$ cat src/rtl/uart_package_rx.sv
// Two-byte UART package receiver: 8N1 deserialiser that pairs bytes into a 16-bit package,
// with framing-error and inter-byte timeout reporting.
module uart_package_rx #(
    parameter int unsigned FREQUENCY    = 32'd50_000_000,
    parameter int unsigned SPEED        = 32'd9600,
    parameter int unsigned TIMEOUT_BITS = 32'd20
) (
    input  logic        CLK_i,
    input  logic        Reset_i,
    input  logic        Rx_i,
    output logic [15:0] package_o,
    output logic        package_valid_o,
    output logic        frame_error_o,
    output logic        timeout_o,
    output logic        busy_o
);

    localparam int unsigned DIVIDER = FREQUENCY / SPEED;
    localparam int unsigned CNT_W   = $clog2(DIVIDER);
    localparam int unsigned TMO_W   = $clog2(TIMEOUT_BITS + 1);

    localparam logic [CNT_W-1:0] CNT_LAST = CNT_W'(DIVIDER - 1);
    localparam logic [CNT_W-1:0] CNT_HALF = CNT_W'(DIVIDER / 2 - 1);
    localparam logic [TMO_W-1:0] TMO_LAST = TMO_W'(TIMEOUT_BITS - 1);

    typedef enum logic [2:0] {
        ST_IDLE,
        ST_START,
        ST_DATA,
        ST_STOP,
        ST_WAIT_HIGH
    } state_t;

    state_t           state_q, state_d;
    logic             rx_meta_q, rx_meta_d;
    logic             rx_s_q, rx_s_d;
    logic             rx_prev_q, rx_prev_d;
    logic [CNT_W-1:0] cnt_q, cnt_d;
    logic [2:0]       bit_q, bit_d;
    logic [7:0]       shift_q, shift_d;
    logic [7:0]       byte1_q, byte1_d;
    logic             byte_idx_q, byte_idx_d;
    logic [TMO_W-1:0] tmo_q, tmo_d;
    logic [15:0]      package_q, package_d;
    logic             valid_q, valid_d;
    logic             ferr_q, ferr_d;
    logic             tout_q, tout_d;
    logic             busy_q, busy_d;
    logic             fall;

    always_comb begin
        state_d    = state_q;
        rx_meta_d  = Rx_i;
        rx_s_d     = rx_meta_q;
        rx_prev_d  = rx_s_q;
        cnt_d      = (cnt_q == CNT_LAST) ? '0 : cnt_q + 1'b1;
        bit_d      = bit_q;
        shift_d    = shift_q;
        byte1_d    = byte1_q;
        byte_idx_d = byte_idx_q;
        tmo_d      = tmo_q;
        package_d  = package_q;
        valid_d    = 1'b0;
        ferr_d     = 1'b0;
        tout_d     = 1'b0;
        fall       = rx_prev_q & ~rx_s_q;

        case (state_q)
            ST_IDLE: begin
                // A start edge coinciding with timeout expiry takes priority
                if (fall) begin
                    state_d = ST_START;
                    cnt_d   = '0;
                    tmo_d   = '0;
                end else if (byte_idx_q && cnt_q == CNT_LAST) begin
                    if (tmo_q == TMO_LAST) begin
                        tout_d     = 1'b1;
                        byte_idx_d = 1'b0;
                        tmo_d      = '0;
                    end else begin
                        tmo_d = tmo_q + 1'b1;
                    end
                end
            end
            ST_START: begin
                if (cnt_q == CNT_HALF) begin
                    cnt_d = '0;
                    if (!rx_s_q) begin
                        state_d = ST_DATA;
                        bit_d   = '0;
                    end else begin
                        state_d = ST_IDLE;
                    end
                end
            end
            ST_DATA: begin
                if (cnt_q == CNT_LAST) begin
                    shift_d = {rx_s_q, shift_q[7:1]};
                    bit_d   = bit_q + 3'd1;
                    if (bit_q == 3'd7) begin
                        state_d = ST_STOP;
                    end
                end
            end
            ST_STOP: begin
                if (cnt_q == CNT_LAST) begin
                    cnt_d = '0;
                    if (rx_s_q) begin
                        state_d = ST_IDLE;
                        if (byte_idx_q) begin
                            package_d  = {byte1_q, shift_q};
                            valid_d    = 1'b1;
                            byte_idx_d = 1'b0;
                        end else begin
                            byte1_d    = shift_q;
                            byte_idx_d = 1'b1;
                            tmo_d      = '0;
                        end
                    end else begin
                        ferr_d     = 1'b1;
                        byte_idx_d = 1'b0;
                        state_d    = ST_WAIT_HIGH;
                    end
                end
            end
            ST_WAIT_HIGH: begin
                if (rx_s_q) begin
                    state_d = ST_IDLE;
                    cnt_d   = '0;
                end
            end
            default: begin
                state_d = ST_IDLE;
                cnt_d   = '0;
            end
        endcase

        busy_d = (state_d != ST_IDLE) | byte_idx_d;
    end

    always_ff @(posedge CLK_i or negedge Reset_i) begin
        if (!Reset_i) begin
            state_q    <= ST_IDLE;
            rx_meta_q  <= 1'b1;
            rx_s_q     <= 1'b1;
            rx_prev_q  <= 1'b1;
            cnt_q      <= '0;
            bit_q      <= '0;
            shift_q    <= '0;
            byte1_q    <= '0;
            byte_idx_q <= 1'b0;
            tmo_q      <= '0;
            package_q  <= '0;
            valid_q    <= 1'b0;
            ferr_q     <= 1'b0;
            tout_q     <= 1'b0;
            busy_q     <= 1'b0;
        end else begin
            state_q    <= state_d;
            rx_meta_q  <= rx_meta_d;
            rx_s_q     <= rx_s_d;
            rx_prev_q  <= rx_prev_d;
            cnt_q      <= cnt_d;
            bit_q      <= bit_d;
            shift_q    <= shift_d;
            byte1_q    <= byte1_d;
            byte_idx_q <= byte_idx_d;
            tmo_q      <= tmo_d;
            package_q  <= package_d;
            valid_q    <= valid_d;
            ferr_q     <= ferr_d;
            tout_q     <= tout_d;
            busy_q     <= busy_d;
        end
    end

    assign package_o       = package_q;
    assign package_valid_o = valid_q;
    assign frame_error_o   = ferr_q;
    assign timeout_o       = tout_q;
    assign busy_o          = busy_q;

endmodule

$ cat config.mk
export PLATFORM = sky130hd
export DESIGN_NAME = uart_package_rx
export DESIGN_NICKNAME = d
export VERILOG_FILES = /design/src/rtl/uart_package_rx.sv
export SDC_FILE = /design/constraint.sdc
export NUM_CORES = 1
export LEC_CHECK = 0
export ABC_AREA = 0
export ABC_CLOCK_PERIOD_IN_PS = 6360
export BUFFER_PORTS_ARGS = -buffer_cell sky130_fd_sc_hd__buf_2
export CAP_MARGIN = 0
export CORE_ASPECT_RATIO = 0.9
export CORE_MARGIN = 5
export CORE_UTILIZATION = 55
export CTS_BUF_LIST = sky130_fd_sc_hd__clkbuf_8 sky130_fd_sc_hd__clkbuf_16
export CTS_CLUSTER_DIAMETER = 40
export CTS_CLUSTER_SIZE = 16
export DETAILED_ROUTE_END_ITERATION = 12
export PLACE_DENSITY = 0.74
export SYNTH_ARGS = -nofsm -noshare
export SYNTH_HDL_FRONTEND = slang
export SYNTH_SLANG_ARGS = --single-unit
$ cat constraint.sdc
create_clock -name CLK_i -period 6.36 [get_ports CLK_i]
set_input_delay 0.636 -clock CLK_i [delete_from_list [all_inputs] [get_ports CLK_i]]
set_output_delay 0.636 -clock CLK_i [all_outputs]
set_load 0.03 [all_outputs]
==> flow_summary.html, run 1 <==
<table>
<tr><th>Metric</th><th>Value</th></tr>
<tr><th colspan="2">Clocking</th></tr>
<tr><td>CTS HTree Levels</td><td>3</td></tr>
<tr><td>CTS max path bufs</td><td>2</td></tr>
<tr><td>Resized Gates After CTS</td><td>0</td></tr>
<tr><td>Worst-Skew Late Latency</td><td>~0.34 ns</td></tr>
<tr><td>Number of buffers inserted to repair setup after CTS</td><td>0</td></tr>
<tr><td>Number of buffers created by CTS</td><td>9</td></tr>
<tr><td>Number of clock sinks</td><td>64</td></tr>
<tr><td>Number of hold-repair buffers added at the cts stage</td><td>0</td></tr>
<tr><td>Clk root buf</td><td>clkbuf_8</td></tr>
<tr><td>Clock tree from TritonCTS</td><td>yes</td></tr>
<tr><td>Clock-pin transition on the worst setup and hold timing paths</td><td>about 0.070 ns</td></tr>
<tr><th colspan="2">STA</th></tr>
<tr><td>Share of the clock period used by the worst path</td><td>about two fifths</td></tr>
<tr><td>Slew of the pin with the lowest slew margin</td><td>1.12 ns</td></tr>
<tr><td>Hold violation count in the final report</td><td>0</td></tr>
<tr><td>Unrepaired setup endpoints after global routing</td><td>no</td></tr>
<tr><td>Final count of pins violating max slew</td><td>0</td></tr>
<tr><td>Post-route clock skew</td><td>0.00892 ns</td></tr>
<tr><td>Slew Limit Headroom</td><td>25.1%</td></tr>
<tr><td>Post-route minimum period</td><td>2.65 ns</td></tr>
<tr><td>Setup-failing EPs final</td><td>0</td></tr>
<tr><td>Highest clock frequency the design can meet</td><td>0.378 GHz</td></tr>
<tr><td>TNS Setup</td><td>0 ns</td></tr>
<tr><td>Worst path setup slack after routing</td><td>around 3.7 ns</td></tr>
<tr><th colspan="2">Placement</th></tr>
<tr><td>Placed wire-length estimate after detailed placement</td><td>around 3500 um</td></tr>
<tr><td>Count of port buffers added during placement</td><td>22</td></tr>
<tr><td>Setup Slack @ Placement</td><td>3.69 ns</td></tr>
<tr><td>Placer's final routability congestion estimate</td><td>0.849</td></tr>
<tr><th colspan="2">Finish</th></tr>
<tr><td>Layout overhead on the synthesized area</td><td>12.2%</td></tr>
<tr><td>Highest-count cells in the layout ignoring fill and taps</td><td>dfrtp_1 (61), mux2_2 (25), buf_2 (22)</td></tr>
<tr><td>Most common cell after layout, fill and taps aside</td><td>dfrtp_1</td></tr>
<tr><td>Nets</td><td>257</td></tr>
<tr><td>Fraction of final layout cells with drive strength greater than 1</td><td>32.2%</td></tr>
<tr><td># diodes</td><td>0</td></tr>
<tr><th colspan="2">Drt</th></tr>
<tr><td>Post-detailed-route via-to-cell ratio</td><td>5.69</td></tr>
<tr><td>Detailed-route DRC error count</td><td>0</td></tr>
<tr><td>Number of optimization iterations in the first detailed-route pass</td><td>5</td></tr>
<tr><td>Total routed wirelength</td><td>5150 um</td></tr>
<tr><td>ANT nets after route</td><td>0</td></tr>
<tr><td>Via count</td><td>1832</td></tr>
<tr><td>Iteration-0 DRC Markers</td><td>between 100 and 150</td></tr>
<tr><td>Wire length per cell after detailed routing</td><td>16.0 um</td></tr>
<tr><th colspan="2">Die</th></tr>
<tr><td>Count of standard-cell rows</td><td>25</td></tr>
<tr><td>Initial cell density of the core</td><td>55.5%</td></tr>
<tr><td>Die outline height</td><td>~80 um</td></tr>
<tr><td>Top-level port count</td><td>23</td></tr>
<tr><td>Core footprint</td><td>0.00516 mm^2</td></tr>
<tr><td>Die X</td><td>around 86 um</td></tr>
<tr><td>Total Die Area</td><td>0.00676 mm^2</td></tr>
<tr><th colspan="2">Min path</th></tr>
<tr><td>Launch point of the worst hold path</td><td>rx_meta_q</td></tr>
<tr><td>Worst Hold Class</td><td>flop to flop</td></tr>
<tr><td>Hold Path End</td><td>rx_prev_d</td></tr>
<tr><td>Depth of the worst hold-timing path</td><td>0</td></tr>
<tr><th colspan="2">Logic synthesis</th></tr>
<tr><td>Avg Inst Size Synth</td><td>12.8 um^2</td></tr>
<tr><td>Count of distinct cell types in the synthesized netlist</td><td>49</td></tr>
<tr><td>Mapped Nets</td><td>~230</td></tr>
<tr><td>Yosys reg bits</td><td>64</td></tr>
<tr><td>Synth Cell Area</td><td>between 0.002 and 0.003 mm^2</td></tr>
<tr><td>Sequential fraction of the synthesis area</td><td>56.0%</td></tr>
<tr><td>Synth warnings</td><td>0</td></tr>
<tr><td>Main area contributors after synthesis</td><td>dfrtp_1 (53%), mux2_2 (9.8%), mux2_4 (4.2%)</td></tr>
<tr><td>Cells after Synth</td><td>roughly 220</td></tr>
<tr><td>Yosys top cell area share</td><td>53.3%</td></tr>
<tr><td>Biggest area consumer among synthesized cells</td><td>dfrtp_1</td></tr>
<tr><th colspan="2">Setup path</th></tr>
<tr><td>Register-to-Register Setup Slack</td><td>3.71 ns</td></tr>
<tr><td>Critical Path AT</td><td>2.87 ns</td></tr>
<tr><td>Highest fanout seen on the critical path</td><td>17</td></tr>
<tr><td>Startpoint Class</td><td>flop</td></tr>
<tr><td>Worst Setup End Kind</td><td>flop</td></tr>
<tr><td>Worst Path Required</td><td>about 6.6 ns</td></tr>
<tr><td>Class of the most critical setup path</td><td>flop to flop</td></tr>
<tr><td>Register-to-Register Path Depth</td><td>5</td></tr>
<tr><td>Reg-to-reg startpoint</td><td>cnt_q[0]</td></tr>
<tr><td>Reg2reg end</td><td>package_o[15]</td></tr>
<tr><th colspan="2">GRT</th></tr>
<tr><td>Overflow left after global routing</td><td>0</td></tr>
<tr><td>Initial antenna violation count</td><td>0</td></tr>
<tr><td>Vias in the first global route</td><td>1889</td></tr>
<tr><td>Wire length of the first global-routing pass</td><td>9030 um</td></tr>
<tr><td>Global-route total usage across every layer</td><td>17.2%</td></tr>
<tr><td>Maximum number of pins on one net before global-route repair</td><td>65</td></tr>
<tr><th colspan="2">Power</th></tr>
<tr><td>Max rail drop VDD</td><td>0.000199 V</td></tr>
<tr><td>Total power consumption of the routed design</td><td>around 930 uW</td></tr>
<tr><td>Power density over the cells</td><td>288 mW/mm^2</td></tr>
<tr><td>Cell leakage power</td><td>0.00158 uW</td></tr>
<tr><th colspan="2">Outcome</th></tr>
<tr><td>Result of the run</td><td>complete, no violations</td></tr>
<tr><th colspan="2">Run</th></tr>
<tr><td>Max-Cap Viols</td><td>0</td></tr>
</table>
==> critical path, cell delays in order (launching register included) <==
cell	delay, ns
dfrtp_1	0.40
ha_1	0.27
and4_1	0.28
nand3_2	0.18
nor4_4	0.95
mux2_2	0.43
==> through the flow <==
step	hold slack (ns)	instances	instance area (um^2)	util, %
after floorplan	0.340	224	2870	-
after global placement	0.356	306	3020	58.5
final	0.364	322	3220	62.3
after global routing	0.378	322	3220	62.3
after CTS	0.366	322	3220	62.3
after detailed placement	0.357	306	3020	58.5
==> synthesized netlist by cell type (all sizes together) <==
cell	count
and2	1
a21oi	5
nor3b	2
nand3b	1
inv	3
nand3	8
nand4	4
o31ai	3
or4	3
or2	1
and3b	1
clkbuf	4
o21ba	1
o2bb2ai	1
o21ai	6
nor2b	2
a31oi	2
dfstp	3
o41ai	1
xor2	5
nor4	2
mux2	33
nand2b	3
o211ai	2
and3	4
a22o	2
buf	4
or3b	1
nor4bb	1
a21o	1
ha	4
xnor2	6
nand4bb	2
nor3	3
nand4b	2
nor4b	3
nand2	9
and4	3
a21boi	1
dfrtp	61
nor2	20
==> how the worst max path moves through the flow <==
stage | cells past startpoint | start | slack, ns | endpoint
after global placement | 5 | cnt_q[0] | 3.83 | package_o[14]
after global routing | 5 | cnt_q[0] | 3.49 | package_o[7]
after CTS | 5 | cnt_q[0] | 3.69 | package_o[15]
after floorplan | 6 | cnt_q[0] | 4.24 | package_o[10]
after detailed placement | 5 | cnt_q[0] | 3.69 | package_o[7]
final | 5 | cnt_q[0] | 3.71 | package_o[15]
==> cell type report <==
type | instances | area (um^2)
Clock buffer | 9 | 124
Timing Repair Buffer | 23 | 118
Multi-Input combinational cell | 149 | 1200
Fill cell | 402 | 1940
Tap cell | 67 | 83.8
Sequential cell | 64 | 1610
Clock inverter | 7 | 72.6
Inverter | 3 | 11.3
==> power breakdown <==
group          switching (uW)  internal, uW
clock                     158           181
combinational            52.1          44.6
sequential               49.1           442
==> flip-flops by register name (all words and copies together) (netlist names), 3 cells and up <==
| name | flops |
|---|---|
| state_q | 3 |
| tmo_q | 5 |
| package_o | 16 |
| bit_q | 3 |
| byte1_q | 8 |
| shift_q | 8 |
| cnt_q | 13 |
==> metal layers <==
metal,GRT usage [%],wire [um]
met1,22.0,2270
met2,27.8,2540
met3,4.41,241
met4,7.12,98
met5,0,0
==> cell families (layout without fill, tap and decap cells) <==
| logic type | Yosys count | after routing | share of synthesized area, % |
|---|---|---|---|
| AO/OA/AOI/OAI | 25 | 25 | 5.76 |
| XOR/XNOR | 11 | 11 | 3.36 |
| adder cells (fa/ha/maj) | 4 | 4 | 1.75 |
| buffers and inverters | 11 | 42 | 2.05 |
| flip-flops | 64 | 64 | 56.0 |
| multiplexers | 33 | 33 | 14.0 |
| AND/OR/NAND/NOR | 76 | 76 | 17.1 |
No activity file was read; power rests on OpenSTA's default activity.
==> inputs of run 2 (changes only) <==
ABC_AREA = 1   (was 0)
ABC_CLOCK_PERIOD_IN_PS = 2300   (was 6360)
CORE_UTILIZATION = 53   (was 55)
PLACE_DENSITY = 0.75   (was 0.74)
clock period = 2.3 ns   (was 6.36 ns; I/O delays follow)
==> flow_summary.html, run 2 <==
<table>
<tr><th>Metric</th><th>Value</th></tr>
<tr><th colspan="2">Setup path</th></tr>
<tr><td>Startpoint Class</td><td>flop</td></tr>
<tr><td>Worst Path Required</td><td>2.58 ns (-4.00 ns)</td></tr>
<tr><td>Highest fanout seen on the critical path</td><td>25 (+8)</td></tr>
<tr><td>Class of the most critical setup path</td><td>flop to flop</td></tr>
<tr><td>Critical Path AT</td><td>2.18 ns (-0.69 ns)</td></tr>
<tr><td>Startpoint of the most critical setup path</td><td>cnt_q[0]</td></tr>
<tr><td>Worst Setup End Kind</td><td>flop</td></tr>
<tr><td>Register-to-Register Path Depth</td><td>9 (+4)</td></tr>
<tr><td>Reg-to-reg startpoint</td><td>cnt_q[0]</td></tr>
<tr><th colspan="2">Finish</th></tr>
<tr><td>Nets</td><td>386 (+50%)</td></tr>
<tr><td>Final core occ</td><td>62.7% (+0.41 points)</td></tr>
<tr><td>Most common cell after layout, fill and taps aside</td><td>nand2_1</td></tr>
<tr><td>Layout overhead on the synthesized area</td><td>12.7%</td></tr>
<tr><td>Number of flip-flops in the largest register</td><td>16 (unchanged)</td></tr>
<tr><td>Highest-count cells in the layout ignoring fill and taps</td><td>nand2_1 (106), dfrtp_1 (61), nor2_1 (40)</td></tr>
<tr><td># diodes</td><td>0 (unchanged)</td></tr>
<tr><td>Fraction of final layout cells with drive strength greater than 1</td><td>19.3% (-13 points)</td></tr>
<tr><th colspan="2">Logic synthesis</th></tr>
<tr><td>Multiplexer area fraction after synthesis</td><td>0% (-14 points)</td></tr>
<tr><td>Count of distinct cell types in the synthesized netlist</td><td>29 (-41%)</td></tr>
<tr><td>Mapped Nets</td><td>353 (+53%)</td></tr>
<tr><td>Post-synthesis compound-gate area fraction</td><td>6.98% (+1.2 points)</td></tr>
<tr><td>Main area contributors after synthesis</td><td>dfrtp_1 (51%), nand2_1 (13%), nor2_1 (5.0%)</td></tr>
<tr><td>Synth warnings</td><td>0 (unchanged)</td></tr>
<tr><td>Biggest area consumer among synthesized cells</td><td>dfrtp_1</td></tr>
<tr><td>Ys flop type</td><td>dfrtp_1</td></tr>
<tr><td>Fraction of the mapped netlist area in simple logic gates</td><td>28.6% (+12 points)</td></tr>
<tr><td>Cells after Synth</td><td>346 (+54%)</td></tr>
<tr><td>Post-synth EDFFs</td><td>0 (unchanged)</td></tr>
<tr><td>Main combinational cell family by area after synthesis</td><td>simple AND/OR/NAND/NOR gates</td></tr>
<tr><td>Yosys reg bits</td><td>64 (unchanged)</td></tr>
<tr><td>Ys async rst share</td><td>100% (unchanged)</td></tr>
<tr><td>Library cell with the highest instance count after synthesis</td><td>nand2_1</td></tr>
<tr><td>Yosys top cell area share</td><td>51.3% (-2.0 points)</td></tr>
<tr><td>Avg Inst Size Synth</td><td>8.60 um^2 (-33%)</td></tr>
<tr><td>Post-synthesis share of cell area spent on full adders, half adders and majority gates</td><td>1.68% (-0.065 points)</td></tr>
<tr><td>Top cell types by occurrence after synthesis</td><td>nand2_1 (106), dfrtp_1 (61), nor2_1 (40), inv_1 (31), nand3_1 (20)</td></tr>
<tr><td>Xor-xnor portion of the synthesized cell area</td><td>2.35% (-1.0 points)</td></tr>
<tr><td>Sequential fraction of the synthesis area</td><td>53.9% (-2.1 points)</td></tr>
<tr><td>Synth Cell Area</td><td>0.00298 mm^2 (+3.8%)</td></tr>
<tr><th colspan="2">Drt</th></tr>
<tr><td>Wire length per cell after detailed routing</td><td>12.1 um (-24%)</td></tr>
<tr><td>Total routed wirelength</td><td>5470 um (+6.2%)</td></tr>
<tr><td>Via count</td><td>2253 (+23%)</td></tr>
<tr><td>Post-detailed-route via-to-cell ratio</td><td>5.00 (-12%)</td></tr>
<tr><td>Iteration-0 DRC Markers</td><td>72 (-43%)</td></tr>
<tr><td>Number of optimization iterations in the first detailed-route pass</td><td>4 (-1)</td></tr>
<tr><td>ANT nets after route</td><td>0 (unchanged)</td></tr>
<tr><td>Detailed-route DRC error count</td><td>0 (unchanged)</td></tr>
<tr><th colspan="2">Power</th></tr>
<tr><td>Cell leakage power</td><td>0.00171 uW (+8.7%)</td></tr>
<tr><td>Power density over the cells</td><td>748 mW/mm^2 (+160%)</td></tr>
<tr><td>Max rail drop VDD</td><td>0.000591 V (+200%)</td></tr>
<tr><th colspan="2">Clocking</th></tr>
<tr><td>Clk root buf</td><td>clkbuf_8</td></tr>
<tr><td>CTS max path bufs</td><td>2 (unchanged)</td></tr>
<tr><td>Clock tree from TritonCTS</td><td>yes</td></tr>
<tr><td>CTS HTree Levels</td><td>3 (unchanged)</td></tr>
<tr><td>Worst-Skew Late Latency</td><td>0.34 ns (about the same)</td></tr>
<tr><td>Number of buffers created by CTS</td><td>9 (unchanged)</td></tr>
<tr><td>Resized Gates After CTS</td><td>0 (unchanged)</td></tr>
<tr><td>Clock-pin transition on the worst setup and hold timing paths</td><td>0.08 ns (about the same)</td></tr>
<tr><td>Number of clock sinks</td><td>64 (unchanged)</td></tr>
<tr><th colspan="2">STA</th></tr>
<tr><td>Unrepaired setup endpoints after global routing</td><td>no</td></tr>
<tr><td>Setup-failing EPs final</td><td>0 (unchanged)</td></tr>
<tr><td>Post-route clock skew</td><td>0.00925 ns (+0.000327 ns)</td></tr>
<tr><td>Final count of pins violating max slew</td><td>0 (unchanged)</td></tr>
<tr><td>Post-route minimum period</td><td>1.89 ns (-0.753 ns)</td></tr>
<tr><td>Highest clock frequency the design can meet</td><td>0.528 GHz (+40%)</td></tr>
<tr><td>Share of the clock period used by the worst path</td><td>82.3% (+41 points)</td></tr>
<tr><td>Hold violation count in the final report</td><td>0 (unchanged)</td></tr>
<tr><td>Slew of the pin with the lowest slew margin</td><td>0.779 ns (-0.336 ns)</td></tr>
<tr><td>Slew Limit Headroom</td><td>48.1% (+23 points)</td></tr>
<tr><td>TNS Setup</td><td>0 ns (unchanged)</td></tr>
<tr><th colspan="2">GRT</th></tr>
<tr><td>Wire length of the first global-routing pass</td><td>9720 um (+7.6%)</td></tr>
<tr><td>Initial antenna violation count</td><td>0 (unchanged)</td></tr>
<tr><td>Vias in the first global route</td><td>2115 (+12%)</td></tr>
<tr><td>Maximum number of pins on one net before global-route repair</td><td>37 (-43%)</td></tr>
<tr><td>Global-route total usage across every layer</td><td>17.6% (+0.38 points)</td></tr>
<tr><td>Overflow left after global routing</td><td>0 (unchanged)</td></tr>
<tr><th colspan="2">Min path</th></tr>
<tr><td>Launch point of the worst hold path</td><td>rx_meta_q</td></tr>
<tr><td>Depth of the worst hold-timing path</td><td>0 (unchanged)</td></tr>
<tr><td>Worst Hold Class</td><td>flop to flop</td></tr>
<tr><th colspan="2">Placement</th></tr>
<tr><td>Count of port buffers added during placement</td><td>22 (unchanged)</td></tr>
<tr><td>Placed wire-length estimate after detailed placement</td><td>3980 um (+13%)</td></tr>
<tr><td>Placer's final routability congestion estimate</td><td>0.838 (-1.3%)</td></tr>
<tr><th colspan="2">Run</th></tr>
<tr><td>Max-Cap Viols</td><td>0 (unchanged)</td></tr>
<tr><th colspan="2">Die</th></tr>
<tr><td>Die outline height</td><td>81.1 um (+3.3%)</td></tr>
<tr><td>Core footprint</td><td>0.00535 mm^2 (+3.6%)</td></tr>
<tr><td>Count of standard-cell rows</td><td>25 (unchanged)</td></tr>
<tr><td>Top-level port count</td><td>23 (unchanged)</td></tr>
<tr><td>Initial cell density of the core</td><td>55.6% (+0.11 points)</td></tr>
<tr><td>Total Die Area</td><td>0.00722 mm^2 (+6.8%)</td></tr>
<tr><td>Die X</td><td>89.0 um (+3.4%)</td></tr>
<tr><th colspan="2">Outcome</th></tr>
<tr><td>Result of the run</td><td>complete, no violations</td></tr>
</table>
==> run 2: path summary, 6_finish.rpt <==
kind / end / slack [ns]
max: package_o[14] / 0.41
min: rx_prev_d / 0.36
max in group asynchronous: package_o[6] / 1.14
min reg2reg: rx_prev_d / 0.36
max reg2reg: package_o[14] / 0.41
min in group asynchronous: tmo_q[2] / 0.50
==> run 2: repair_timing <==
item,CTS,global route
endpoints found under the hold margin,31,0
buffers inserted,0,0
hold buffers,2,0
==> run 2: final cells by class <==
class,instances,area [um^2]
inverter,37,139
clock inverter,7,71.3
tap,67,83.8
fill,449,1990
sequential,64,1610
multi-input combinational,240,1180
timing repair buffer,27,153
clock buffer,9,124
==> run 2: power breakdown <==
group	internal (uW)	switching (uW)	total [uW]
clock network	499	445	944
logic	105	193	299
registers	1200	67.8	1270
==> run 2: kinds of logic after synthesis <==
kind of cell               Yosys count
AOI/OAI and AO/OA                   34
xor gates and xnor gates             8
DFF                                 64
and+or+nand+nor                    194
buffers and inverters               42
adders and majority gates            4
==> run 2: through the flow <==
stage	total power [uW]	setup WS (ns)	cell area, um^2	cells	hold WS, ns
final	2510	0.407	3360	451	0.356
after global routing	2660	0.190	3360	451	0.360
after floorplan	1500	0.763	2980	346	-0.0656
after detailed placement	1590	0.440	3140	433	0.337
after CTS	2530	0.421	3360	451	0.357
after global placement	1570	0.516	3140	433	0.335
==> run 2: worst max-delay path: stages (launching register included) <==
cell and delay [ns]:
dfrtp_1 0.37, ha_1 0.20, nand2_1 0.14, nor2_2 0.17, nand3_2 0.13, nor2_4 0.16
nand3_4 0.28, inv_2 0.24, nand2_1 0.09, nand2_1 0.07
==> run 2: layer usage <==
metal  GRT usage [%]  share of wire [%]  up-vias  wire, um
met2            26.3                 44       46      2410
met5               0                  0        -         0
li1                -                  -     1158         -
met3            6.09                5.3        9       290
met4            5.80                1.4        0        76
met1            24.1                 49     1040      2690
